**src/rtl/axi_chan_buf.sv**
```systemverilog
// Single-clock AXI channel buffer: cut-through FIFO or store-and-forward on LAST,
// with occupancy, almost-full, burst count, flush and overflow recovery.
module axi_chan_buf #(
  parameter int unsigned WIDTH     = 38,
  parameter int unsigned DEPTH     = 4,
  parameter int unsigned MODE      = 0,
  parameter int unsigned AF_THRESH = DEPTH - 1,
  parameter int unsigned LAST_BIT  = 0
) (
  input  logic                         clk,
  input  logic                         rst,
  input  logic                         flush,
  input  logic                         in_valid,
  output logic                         in_ready,
  input  logic [WIDTH-1:0]             in_data,
  output logic                         out_valid,
  input  logic                         out_ready,
  output logic [WIDTH-1:0]             out_data,
  output logic [$clog2(DEPTH+1)-1:0]   count,
  output logic                         almost_full,
  output logic [$clog2(DEPTH+1)-1:0]   burst_cnt,
  output logic                         sf_err
);

  localparam int unsigned AW = $clog2(DEPTH);
  localparam int unsigned PW = AW + 1;
  localparam int unsigned CW = $clog2(DEPTH + 1);

  logic [WIDTH-1:0] mem_q [DEPTH];
  logic [PW-1:0]    wr_ptr_q, wr_ptr_d;
  logic [PW-1:0]    rd_ptr_q, rd_ptr_d;
  logic [CW-1:0]    count_q, count_d;
  logic [CW-1:0]    burst_q, burst_d;
  logic             force_q, force_d;
  logic             err_q, err_d;

  logic full, empty, push, pop, release_ok, last_in, last_out;

  always_comb begin
    full       = (wr_ptr_q[AW-1:0] == rd_ptr_q[AW-1:0]) && (wr_ptr_q[AW] != rd_ptr_q[AW]);
    empty      = (wr_ptr_q == rd_ptr_q);
    in_ready   = ~full & ~rst & ~flush;
    release_ok = (MODE == 1) ? ((burst_q != '0) | force_q) : 1'b1;
    out_valid  = ~empty & ~flush & ~rst & release_ok;
    out_data   = mem_q[rd_ptr_q[AW-1:0]];
    push       = in_valid & in_ready;
    pop        = out_valid & out_ready;
    last_in    = in_data[LAST_BIT];
    last_out   = out_data[LAST_BIT];
  end

  always_comb begin
    wr_ptr_d = wr_ptr_q;
    rd_ptr_d = rd_ptr_q;
    count_d  = count_q;
    burst_d  = burst_q;
    force_d  = force_q;
    err_d    = err_q;
    if (flush) begin
      wr_ptr_d = '0;
      rd_ptr_d = '0;
      count_d  = '0;
      burst_d  = '0;
      force_d  = 1'b0;
    end else begin
      if (push) wr_ptr_d = wr_ptr_q + PW'(1);
      if (pop)  rd_ptr_d = rd_ptr_q + PW'(1);
      if (push && !pop)      count_d = count_q + CW'(1);
      else if (!push && pop) count_d = count_q - CW'(1);
      if ((push && last_in) && !(pop && last_out))      burst_d = burst_q + CW'(1);
      else if (!(push && last_in) && (pop && last_out)) burst_d = burst_q - CW'(1);
      if (pop && last_out) force_d = 1'b0;
      // Full with no complete burst can never release anything: drain cut-through.
      if ((MODE == 1) && full && (burst_q == '0)) begin
        force_d = 1'b1;
        err_d   = 1'b1;
      end
    end
  end

  always_ff @(posedge clk) begin
    if (rst) begin
      wr_ptr_q <= '0;
      rd_ptr_q <= '0;
      count_q  <= '0;
      burst_q  <= '0;
      force_q  <= 1'b0;
      err_q    <= 1'b0;
    end else begin
      wr_ptr_q <= wr_ptr_d;
      rd_ptr_q <= rd_ptr_d;
      count_q  <= count_d;
      burst_q  <= burst_d;
      force_q  <= force_d;
      err_q    <= err_d;
    end
  end

  always_ff @(posedge clk) begin
    if (push) mem_q[wr_ptr_q[AW-1:0]] <= in_data;
  end

  assign count       = count_q;
  assign burst_cnt   = burst_q;
  assign almost_full = ~rst & (count_q >= CW'(AF_THRESH));
  assign sf_err      = (MODE == 1) ? err_q : 1'b0;

endmodule
```
**config.mk**
```make
export PLATFORM = sky130hd
export DESIGN_NAME = axi_chan_buf
export DESIGN_NICKNAME = d
export VERILOG_FILES = /design/src/rtl/axi_chan_buf.sv
export SDC_FILE = /design/constraint.sdc
export NUM_CORES = 1
export LEC_CHECK = 0
export ABC_AREA = 1
export CORE_MARGIN = 4
export CORE_UTILIZATION = 24
export CTS_CLUSTER_SIZE = 24
export DETAILED_ROUTE_END_ITERATION = 16
export PLACE_DENSITY = 0.39
export SYNTH_ARGS = -nofsm -noshare
export SYNTH_HDL_FRONTEND = slang
export SYNTH_SLANG_ARGS = --single-unit
```
**constraint.sdc**
```tcl
create_clock -name clk -period 3 [get_ports clk]
set_input_delay 0.6 -clock clk [delete_from_list [all_inputs] [get_ports clk]]
set_output_delay 0.6 -clock clk [all_outputs]
set_load 0.02 [all_outputs]
```
Word-level counts from Yosys, hierarchy flattened:

Memory sizes are Yosys's and may differ from the RTL's. A register that Yosys moved wholly into a read port is not among the register bits.
Index checks and enable logic that the tools add are counted.

* output and inout bits: 48
* bits of input ports: 43
* RAM bits: 152
* register bits after elaboration: 12
* memories kept: 1

* bitwise operators: 11
* mux-type cells: 8
* reductions and logical operators: 14
* order comparisons: 1
* add/sub/neg operators: 6
* eq/ne operators: 3

Memory list
* mem_q: words 4, bits a word 38, rd ports 1, clocked after Yosys merged registers in 1, wr ports 1, line 29 `logic [WIDTH-1:0] mem_q [DEPTH];`

Operator list (number)
* adder 3 x 1 -> 3 bit, second input constant: 4
* 2-to-1 mux 3 bit: 4
* AND 1 bit: 7
* logical AND 1 bit: 7
* subtractor 3 x 1 -> 3 bit, second input constant: 2
* zero test 1 bit: 4
* 2-to-1 mux 2 bit: 2
* inverter 1 bit: 4
* nonzero test 2 bit: 2
* equality test 3 bit: 1
* >= comparator 3 x 2 -> 1 bit, second input constant: 1
* equality test 2 bit: 1
* 2-to-1 mux 1 bit: 2
* OR reduction 2 bit: 1
* inequality test 1 bit: 1

Longest topological paths before layout:

* depth in word-level cells: 11
* depth in mapped cells: 15
* mapped depth without buffers: 15

Worst setup path before layout:

OpenSTA, ideal clock, no wires.

* path kind: input -> register
* start point: input rst
* end point: memory mem_q[0][0] (enable)
* stages on the path: 3
* slack: 0.051 ns
* data required time: 2.567 ns
* arrival: 2.516 ns
* buffers on the path: 0
* setup time: 0.433 ns
* cell sequence: nor2_4 -> nand3_4 -> nor2_1

* cells in the longest elaborated chain, start to end: 6

Ends and longest elaborated chain
* start: declaration: line 11 `input logic rst,`
* inverter 1 bit: line 42 `in_ready = ~full & ~rst & ~flush;`
* AND 1 bit (2 in a row): line 42
* AND 1 bit: line 46 `push = in_valid & in_ready;`
* 2-to-1 mux 1 bit: line 100 `if (push) mem_q[wr_ptr_q[AW-1:0]] <= in_data;`
* 2-to-1 mux 1 bit (implied by the code): line 100
* end: declaration: line 29

Every way passes these cells.

==> metrics.md <==
| Metric | Value |
|---|---|
| Result of the run | `finished, final reports clean` |
| Peak VDD IR | `0.296 mV` |
| Netlist area before placement | `6450 sq um` |
| Global-route total usage across every layer | `10.9%` |
| FP Rows | `59` |
| Number of port buffers | `89` |
| Endpoint class of the critical path | `primary output` |
| Synthesized-area fraction occupied by ao, oa, aoi and oai cells | `10.5%` |
| Final Hold Fails | `0` |
| Fraction of the yosys area taken by sequential cells | `75.1%` |
| Number of synthesized register bits | `166` |
| Maximum net fanout on the critical path | `38` |
| Number of buffers inserted for hold repair after clock tree synthesis | `0` |
| DIE HEIGHT | `172 microns` |
| Total power of the final layout | `0.00485 W` |
| Number of placed I/O pins | `91` |
| Clock tree from TritonCTS | `yes` |
| Maximum Capacitance Violations | `0` |
| Initial Utilization | `24.6%` |
| PD cells | `572 nW/um^2` |
| Period minus WS final | `2.85 ns` |
| Setup bufs post-CTS | `0` |
| CP max stage cell | `sky130_fd_sc_hd__clkdlybuf4s50_1` |
| Average detailed-routed wire length per instance | `16.9 microns` |
| Data arrival time of the worst path | `2.25 ns` |
| Setup violation total in the final timing report | `0` |
| Logic pwr share | `4.3%` |
| Setup Crit Path Kind | `reg2out` |
| Worst setup slack for register-to-register paths | `0.80 ns` |
| GPL Wtd Cong | `0.783` |
| Die ar. | `29600 sq um` |
| Overall routed net length | `15800 microns` |
| Fraction of power consumed by the clock network | `43.1%` |
| Leak | `2.85 nW` |
| Max Clk Rate | `350 MHz` |
| Vias per inst | `4.39` |
| Synthesis-to-finish area growth | `31.3%` |
| Maximum level of the CTS H-tree | `4` |
| Post-synthesis area per instance | `13.3 sq um` |
| Worst clock skew | `0.0114 ns` |
| Number of enable flip-flop cells after synthesis | `152` |
| Clk_lat worst skew | `0.42 ns` |
| DRC viols | `0` |
| Initial antenna violation count | `0` |
| Post-synthesis mux area share | `0%` |
| Stage delay of the slowest cell on the critical path | `0.69 ns` |
| Bufs and invs on worst path | `2` |
| Most common cell after layout, fill and taps aside | `sky130_fd_sc_hd__edfxtp_1` |
| Worst EP required | `2.40 ns` |
| Final Max Slew Viols | `0` |
| Count of antenna-violating nets left after detailed routing | `0` |
| Filler-free cell count of the finished design | `935` |
| Number of unique standard cell types used by synthesis | `22` |
| Post-synthesis simple-gate area fraction | `8.57%` |
| Cells along the critical path | `buf_6 -> o21ai_0 -> o22ai_1 -> clkdlybuf4s50_1` |
| Worst min-delay path class | `reg2reg` |
| Number of placed cells counting well taps | `903` |
| Setup crit start kind | `flop` |
| Maximum number of pins on one net before global-route repair | `45` |
| Number of standard cells after synthesis | `486` |
| Share of final-layout standard cells stronger than drive strength 1 | `10.7%` |
| Initial detailed-routing violation count | `292` |
| Hold path startpoint | `burst_cnt[2]` |
| Core footprint | `26300 sq um` |
| Switch Pwr | `0.00104 W` |
| Net count after synthesis | `538` |
| Clock tree root driver cell | `sky130_fd_sc_hd__clkbuf_16` |
| Ys flop type | `sky130_fd_sc_hd__edfxtp_1` |
| Sw Ratio | `21.5%` |
| Synthesized-area fraction occupied by adder cells | `1.98%` |
| Global-route wire length before repair | `24200 microns` |
| Congestion Overflow GR | `0` |
| TritonCTS Buffers | `17` |
| Antenna diode count | `0` |
| Via total after detailed routing | `4103` |
| Final critical-path share of the clock period | `95.2%` |
| Half-perimeter wire length after placement | `9920 microns` |
| Post-Route Setup TNS | `0 ns` |
| Combinational family with the most area after synthesis | `compound AO/OA/AOI/OAI gates` |
| Number of iterations in the first detailed-routing pass | `4` |
| Layout Nets | `639` |
| Die boundary width | `172 microns` |
| Sequential cell fraction of total power | `52.6%` |
| Register clock-pin slew on the reported worst setup and hold paths | `0.07 ns` |
| Most used cells in the layout excluding fill and tap cells | `152 x sky130_fd_sc_hd__edfxtp_1, 89 x sky130_fd_sc_hd__clkdlybuf4s50_1, 85 x sky130_fd_sc_hd__nor2_1` |
| Share of async-settable or async-resettable flops after synthesis | `0%` |
| Longest Clk Path Bufs | `2` |
| Cell class contributing the biggest share of worst-path delay | `buffers and inverters` |
| RSZ-0062 raised after global routing | `no` |
| Clock sinks | `166` |
| Design internal power | `0.00380 W` |
| Vias in the first global route | `4250` |
| Xor and xnor area share after synthesis | `0.407%` |
| Yosys Warn Count | `0` |
## metal layers
layer	vias up	share of wire (%)	GRT usage, %
met5	-	0	0
met1	2036	46	13.7
met4	0	1.3	3.28
li1	1971	-	-
met3	11	4.0	2.88
met2	85	49	18.5
## synthesized netlist by cell type (2+ instances only)
cell                       number  area (sq um)
sky130_fd_sc_hd__a21oi_1        8          40.0
sky130_fd_sc_hd__buf_2          7          35.0
sky130_fd_sc_hd__buf_4          7          52.6
sky130_fd_sc_hd__clkbuf_1      12          45.0
sky130_fd_sc_hd__dfxtp_1       14           280
sky130_fd_sc_hd__edfxtp_1     152          4560
sky130_fd_sc_hd__fa_1           2          40.0
sky130_fd_sc_hd__ha_1           7          87.6
sky130_fd_sc_hd__inv_1         23          86.3
sky130_fd_sc_hd__nand2_1       29           109
sky130_fd_sc_hd__nand3_1        4          20.0
sky130_fd_sc_hd__nand3_2        3          30.0
sky130_fd_sc_hd__nand4_1        4          25.0
sky130_fd_sc_hd__nor2_1        89           334
sky130_fd_sc_hd__o21ai_0       74           370
sky130_fd_sc_hd__o21ai_1        6          30.0
sky130_fd_sc_hd__o22ai_1       38           238
sky130_fd_sc_hd__xor2_1         3          26.3
## per-stage QoR
stage,utilization (%),setup slack [ns],hold slack [ns],instance area [sq um]
5_1_grt,32.2,0.0115,0.521,8470
4_1_cts,32.2,0.0428,0.478,8460
6_report,32.2,0.145,0.472,8470
2_1_floorplan,-,0.0507,0.487,6450
3_3_place_gp,30.0,0.280,0.460,7880
3_5_place_dp,30.0,0.277,0.465,7880
## timing repair
item                                    CTS  global route
pin swaps                                 0             0
gates resized for setup                   2             3
endpoints found under the setup margin   17             6
hold endpoints to repair                  0             0
## layout make-up
class                      count  area, sq um
inverter                      23         90.1
sequential                   166         4850
multi-input combinational    271         1420
fill                        2596        17800
clock buffer                  17          425
tap                          335          419
clock inverter                15          146
timing repair buffer         108         1120
## cell families (layout without fill, tap and decap cells)
logic type,count (synthesis),count (layout)
compound gates,126,126
fa+ha+maj,9,9
simple gates,132,132
flops,166,166
xor+xnor,3,3
other cells,1,1
buf+inv,49,163
## state kept, by name, indices dropped and copies added (netlist names), named ones only
name and flops:
mem_q 152, count 3, burst_cnt 3, wr_ptr_q 3, rd_ptr_q 3
## tightest hold or removal path: cells and delay by family (launching register included)
kind	cells	cell delay [ns]
compound gates	1	0.05
buf+inv	1	0.06
flops	1	0.31
## path summary, 6_finish.rpt
kind | cells past startpoint | end
hold reg to reg | 2 | burst_cnt[2]
setup / recovery | 4 | out_data[5]
hold / removal | 2 | burst_cnt[2]
setup reg to reg | 12 | burst_cnt[2]
## power by group through the flow
stage | clock network, W | logic [W] | registers [W]
after global placement | 0 | 0.000207 | 0.00260
final | 0.00209 | 0.000207 | 0.00255
after detailed placement | 0 | 0.000210 | 0.00260
after floorplan | 0 | 0.0000653 | 0.00260
after CTS | 0.00216 | 0.000211 | 0.00255
after global routing | 0.00225 | 0.000224 | 0.00255
No activity file was read; power rests on OpenSTA's default activity.
